[config.mk]
export PLATFORM = sky130hd
export DESIGN_NAME = calc_ctrl
export DESIGN_NICKNAME = d
export VERILOG_FILES = /design/src/rtl/calc_pkg.sv /design/src/rtl/calc_debounce.sv /design/src/rtl/calc_ctrl.sv
export SDC_FILE = /design/constraint.sdc
export NUM_CORES = 1
export LEC_CHECK = 0
export ABC_AREA = 1
export CAP_MARGIN = 20
export CELL_PAD_IN_SITES_DETAIL_PLACEMENT = 2
export CELL_PAD_IN_SITES_GLOBAL_PLACEMENT = 2
export CORE_MARGIN = 4
export CORE_UTILIZATION = 23
export CTS_CLUSTER_SIZE = 24
export DETAILED_ROUTE_END_ITERATION = 6
export PLACE_DENSITY_LB_ADDON = 0.1
export SLEW_MARGIN = 15
export SYNTH_ARGS = -nofsm -noshare
export SYNTH_HDL_FRONTEND = slang
export SYNTH_SLANG_ARGS = --single-unit
[constraint.sdc]
create_clock -name clk -period 2.7 [get_ports clk]
set_input_delay 0.405 -clock clk [delete_from_list [all_inputs] [get_ports clk]]
set_output_delay 0.405 -clock clk [all_outputs]
set_load 0.02 [all_outputs]
[src/rtl/calc_pkg.sv]
// calc_pkg: definitions shared by the calculator controller, the button
// encoder and the ALU.
//   - default widths and debounce length for calc_ctrl
//   - controller state enum
//   - 4-bit ALU operation codes
package calc_pkg;

  localparam int unsigned DataWDef    = 32;
  localparam int unsigned SwWDef      = 16;
  localparam int unsigned DbCyclesDef = 4;

  localparam int unsigned OpW = 4;

  typedef enum logic [1:0] {
    StIdle,
    StLatch,
    StExec,
    StWrite
  } state_e;

  // Operation codes understood by the ALU and produced by the encoder.
  localparam logic [OpW-1:0] OpAnd = 4'b0000;
  localparam logic [OpW-1:0] OpOr  = 4'b0001;
  localparam logic [OpW-1:0] OpAdd = 4'b0010;
  localparam logic [OpW-1:0] OpSub = 4'b0110;
  localparam logic [OpW-1:0] OpSlt = 4'b0111;
  localparam logic [OpW-1:0] OpNor = 4'b1100;

endpackage

[src/rtl/calc_debounce.sv]
// calc_debounce: conditions the raw execute button.
//   clk      system clock
//   rst      asynchronous active-high reset
//   i_btn    raw button, asynchronous to clk
//   o_pulse  one-cycle pulse on each accepted 0->1 change of the button
// The button passes through a 2-flop synchronizer. A new level is accepted
// only after DB_CYCLES consecutive synchronized samples disagree with the
// current debounced level; any agreeing sample restarts the count.
module calc_debounce #(
  parameter int unsigned DB_CYCLES = 4
) (
  input  logic clk,
  input  logic rst,
  input  logic i_btn,
  output logic o_pulse
);

  // The counter only needs to reach DB_CYCLES-1: the DB_CYCLES-th
  // disagreeing sample flips the level directly.
  localparam int unsigned CntW = (DB_CYCLES > 1) ? $clog2(DB_CYCLES) : 1;
  localparam logic [CntW-1:0] CntLast = CntW'(DB_CYCLES - 1);

  logic            r_sync1;
  logic            r_sync2;
  logic            r_level;
  logic            r_level_prev;
  logic [CntW-1:0] r_cnt;

  always_ff @(posedge clk or posedge rst) begin
    if (rst) begin
      r_sync1      <= 1'b0;
      r_sync2      <= 1'b0;
      r_level      <= 1'b0;
      r_level_prev <= 1'b0;
      r_cnt        <= '0;
    end else begin
      r_sync1      <= i_btn;
      r_sync2      <= r_sync1;
      r_level_prev <= r_level;
      if (r_sync2 != r_level) begin
        if (r_cnt == CntLast) begin
          r_level <= r_sync2;
          r_cnt   <= '0;
        end else begin
          r_cnt <= r_cnt + 1'b1;
        end
      end else begin
        r_cnt <= '0;
      end
    end
  end

  // High in the first cycle the debounced level reads 1.
  assign o_pulse = r_level & ~r_level_prev;

endmodule

[src/rtl/calc_ctrl.sv]
// calc_ctrl: sequencer between board buttons/switches and the calculator ALU.
//   clk         system clock
//   btnu        asynchronous active-high reset
//   btnd        raw execute button
//   op_in       operation code from the button encoder
//   sw          switch operand, sign-extended to DATA_W
//   alu_result  combinational ALU result
//   alu_ovf     ALU overflow flag
//   alu_zero    ALU zero flag
//   alu_op      op code to the ALU (held from LATCH to next LATCH)
//   alu_op1     accumulator snapshot taken in LATCH
//   alu_op2     sign-extended sw taken in LATCH
//   led         accumulator[15:0]
//   busy        high in LATCH, EXEC and WRITE
//   ovf_flag    overflow of the last completed execution
//   zero_flag   zero of the last completed execution
// An execute pulse in IDLE walks LATCH -> EXEC -> WRITE -> IDLE. Pulses
// arriving while busy are dropped. The accumulator takes the ALU result
// unmodified; the controller does no arithmetic of its own.
module calc_ctrl
  import calc_pkg::*;
#(
  parameter int unsigned DATA_W    = DataWDef,
  parameter int unsigned SW_W      = SwWDef,
  parameter int unsigned DB_CYCLES = DbCyclesDef
) (
  input  logic              clk,
  input  logic              btnu,
  input  logic              btnd,
  input  logic [OpW-1:0]    op_in,
  input  logic [SW_W-1:0]   sw,
  input  logic [DATA_W-1:0] alu_result,
  input  logic              alu_ovf,
  input  logic              alu_zero,
  output logic [OpW-1:0]    alu_op,
  output logic [DATA_W-1:0] alu_op1,
  output logic [DATA_W-1:0] alu_op2,
  output logic [15:0]       led,
  output logic              busy,
  output logic              ovf_flag,
  output logic              zero_flag
);

  logic              w_exec_pulse;
  logic [DATA_W-1:0] w_sw_ext;

  state_e            r_state;
  logic [DATA_W-1:0] r_acc;
  logic [OpW-1:0]    r_alu_op;
  logic [DATA_W-1:0] r_alu_op1;
  logic [DATA_W-1:0] r_alu_op2;
  logic              r_busy;
  logic              r_ovf;
  logic              r_zero;

  calc_debounce #(
    .DB_CYCLES (DB_CYCLES)
  ) u_debounce (
    .clk     (clk),
    .rst     (btnu),
    .i_btn   (btnd),
    .o_pulse (w_exec_pulse)
  );

  assign w_sw_ext = {{(DATA_W - SW_W){sw[SW_W-1]}}, sw};

  // busy is registered alongside the state so it changes on the same edge.
  always_ff @(posedge clk or posedge btnu) begin
    if (btnu) begin
      r_state   <= StIdle;
      r_acc     <= '0;
      r_alu_op  <= '0;
      r_alu_op1 <= '0;
      r_alu_op2 <= '0;
      r_busy    <= 1'b0;
      r_ovf     <= 1'b0;
      r_zero    <= 1'b0;
    end else begin
      case (r_state)
        StIdle: begin
          if (w_exec_pulse) begin
            r_state <= StLatch;
            r_busy  <= 1'b1;
          end
        end
        StLatch: begin
          r_alu_op  <= op_in;
          r_alu_op1 <= r_acc;
          r_alu_op2 <= w_sw_ext;
          r_state   <= StExec;
        end
        StExec: begin
          // Operands are stable for a full cycle while the ALU settles.
          r_state <= StWrite;
        end
        StWrite: begin
          r_acc   <= alu_result;
          r_ovf   <= alu_ovf;
          r_zero  <= alu_zero;
          r_busy  <= 1'b0;
          r_state <= StIdle;
        end
        default: begin
          r_busy  <= 1'b0;
          r_state <= StIdle;
        end
      endcase
    end
  end

  assign alu_op    = r_alu_op;
  assign alu_op1   = r_alu_op1;
  assign alu_op2   = r_alu_op2;
  assign led       = r_acc[15:0];
  assign busy      = r_busy;
  assign ovf_flag  = r_ovf;
  assign zero_flag = r_zero;

endmodule

==> flow_summary_export.csv <==
group,metric,value,unit
run_status,status,"complete, no violations",
cells_and_area,post_layout_nonfiller_instances,740,
job,maxCapViolCount,0,
setup_path,cp.arrival,1.68,ns
detailed_routing,vias,3022,
cells_and_area,drive_gt1_frac,0.0500,
grt,track_usage,0.120,
clocking,cts_tree,"done",
detailed_routing,drc,0,
setup_path,max_stage_delay,0.71,ns
grt,grt_pass1_vias,3337,
clocking,cts.htree.levels,3,
yosys,yosysWarnings,0,
grt,grt_pass1_wl,17.3,mm
sta,slew_headroom,0.576,
yosys,ys_seq_area_frac,0.614,
pwr,peakVddDrop,0.442,mV
sta,slew_violations,0,
detailed_routing,first_pass_iters,4,
pwr,cellLeakagePower,0.00249,uW
die,io-pin-count,144,
clocking,cts.clk_slew.worst_paths,0.07,ns
yosys,async_flop_share,1.00,
detailed_routing,vias_per_cell,4.08,
detailed_routing,ant_nets,0,
yosys,yosysTopAreaCellShare,0.614,
sta,hold_violations,0,
yosys,syn_nets,468,
sta,setup_viol,0,
sta,worstMarginPinSlew,0.637,ns
clocking,clock-sinks,95,
place,port_buffers,143,
yosys,synthFlopType,"dfrtp_1",
die,die_w,138,um
yosys,synth_common_cells,"95 x dfrtp_1, 67 x nand2_1, 60 x inv_1",
hold_path,hold_path_class,"flop to flop",
die,start_util,0.234,
sta,skew,0.00554,ns
setup_path,worst_setup_path_start_kind,"flop",
clocking,postCtsSetupBuffers,0,
die,dieHeight,138,um
clocking,cts_buffers,9,
setup_path,critPathCaptureType,"primary output",
grt,overflow,0,
die,die-area,19000,um2
yosys,synth_most_common_cell,"dfrtp_1",
yosys,avgSynthCellArea,9.56,um2
die,fp-row-count,47,
sta,fmax,0.480,GHz
cells_and_area,nNetsFinal,578,
yosys,netlist_instances,405,
clocking,cts_hold_buf,0,
sta,finalSetupTns,0,ns
yosys,synth-seq-cells,95,
setup_path,path_cells,"clkdlybuf4s50_1",
setup_path,cp_max_fo,18,
grt,grt_start_max_net_pins,59,
pwr,power_density,1360,nW/um2
yosys,syn_area,3870,um2
cells_and_area,area_growth_syn_to_layout,46.2,%
setup_path,path_delay_family,"buffers and inverters",
setup_path,critPathBufInv,1,
yosys,synth_edf_count,0,
place,hpwl,8.07,mm
yosys,yosys.area.top_type,"dfrtp_1",
detailed_routing,drtIter0Drc,124,
clocking,cts_resized,0,
cells_and_area,final.fill_count,1797,
setup_path,cp_slowest_cell,"clkdlybuf4s50_1",
clocking,root_buffer,"clkbuf_16",
place,gp_congestion,0.670,
sta,post-route-period-util,0.772,
detailed_routing,drt_wl_total,11.1,mm
cells_and_area,diodes,0,
setup_path,crit_type,"flop to primary output",
yosys,ys_types,16,
clocking,clock_latency,0.35,ns
sta,period_needed,2.08,ns
clocking,cts_buffer_depth,2,
die,coreArea,16500,um2
place,dp.cells,724,
setup_path,cp.required,2.30,ns
sta,rsz0062_at_grt,"false",
grt,antenna_found_initial,0,
detailed_routing,wire_per_inst,15.0,um
yosys,synth_area_leaders,"dfrtp_1 61%, buf_4 7.2%, o21ai_0 6.7%, nand2_1 6.5%, inv_1 5.8%",
per-layer routing:
metal | track usage | up-vias | routed length, um
met5 | 0 | - | 0
met4 | 0.0494 | 0 | 191
met3 | 0.0278 | 11 | 590
met2 | 0.207 | 70 | 5660
met1 | 0.142 | 1512 | 4650
li1 | - | 1429 | -
stage by stage:
stage	hold WS, ns	setup WS, ns	total power (uW)	area (um2)	utilization
final	0.354	0.617	7700	5660	0.343
after global routing	0.371	0.497	8330	5660	0.343
after CTS	0.361	0.572	7910	5660	0.343
after detailed placement	0.345	0.926	6400	5330	0.322
after global placement	0.335	0.989	6230	5330	0.322
after floorplan	0.331	1.18	4810	3880	-
sequential cells by signal, indices dropped and copies added, names as in the netlist:
name and count:
busy 1, u_debounce.r_level 1, r_acc 32, u_debounce.r_sync2 1, u_debounce.r_sync1 1, alu_op1 32, ovf_flag 1, zero_flag 1
u_debounce.r_level_prev 1, alu_op2 16, r_state 2, alu_op 4, u_debounce.r_cnt 2
where the power goes:
part           switching, uW  total [uW]  internal, uW  leakage [uW]
combinational           2110        3730          1630       0.00119
clock                    554        1460           904      0.000166
sequential               378        2510          2130       0.00113
total                   3040        7700          4660       0.00249
cell usage in the layout (no fill, tap or decap):
master and instances:
clkinv_4 1, clkdlybuf4s50_1 143, buf_12 2, or2_2 2
nand3_1 4, buf_4 4, ha_1 4, inv_1 59
nor2_1 34, o21ai_1 1, ha_4 1, o21ai_0 52
a21oi_1 32, clkinvlp_4 1, clkbuf_16 9, dfrtp_1 95
clkbuf_1 1, nand4_1 1, xnor2_1 1, nand2_1 67
ha_2 1, bufinv_16 3, clkinv_2 2
cells by family (layout without fill, tap and decap cells):
family | Yosys count | count (layout) | share of synthesized area
compound gates | 85 | 85 | 0.110
flops | 95 | 95 | 0.614
buf+inv | 110 | 225 | 0.147
simple gates | 108 | 108 | 0.108
xor+xnor | 1 | 1 | 0.00226
fa+ha+maj | 6 | 6 | 0.0194
area by class of cell:
| class | instances | area [um2] | area share |
|---|---|---|---|
| Clock buffer | 10 | 229 | 0.0404 |
| Clock inverter | 6 | 109 | 0.0192 |
| Inverter | 60 | 229 | 0.0404 |
| Multi-Input combinational cell | 200 | 942 | 0.166 |
| Sequential cell | 95 | 2380 | 0.420 |
| Tap cell | 220 | 275 | 0.0486 |
| Timing Repair Buffer | 149 | 1500 | 0.265 |
final timing paths:
path	start	endpoint	slack [ns]	cells after the start
setup / recovery	alu_op2[15]	alu_op2[25]	0.62	1
setup reg to reg	r_state[1]	alu_op1[21]	1.01	5
hold / removal	u_debounce.r_sync1	u_debounce.r_sync2	0.35	0
min in group asynchronous	btnu	alu_op[1]	0.42	2
max in group asynchronous	btnu	alu_op1[3]	1.61	3
hold reg to reg	u_debounce.r_sync1	u_debounce.r_sync2	0.35	0
Power figures use the tool's default switching activity.
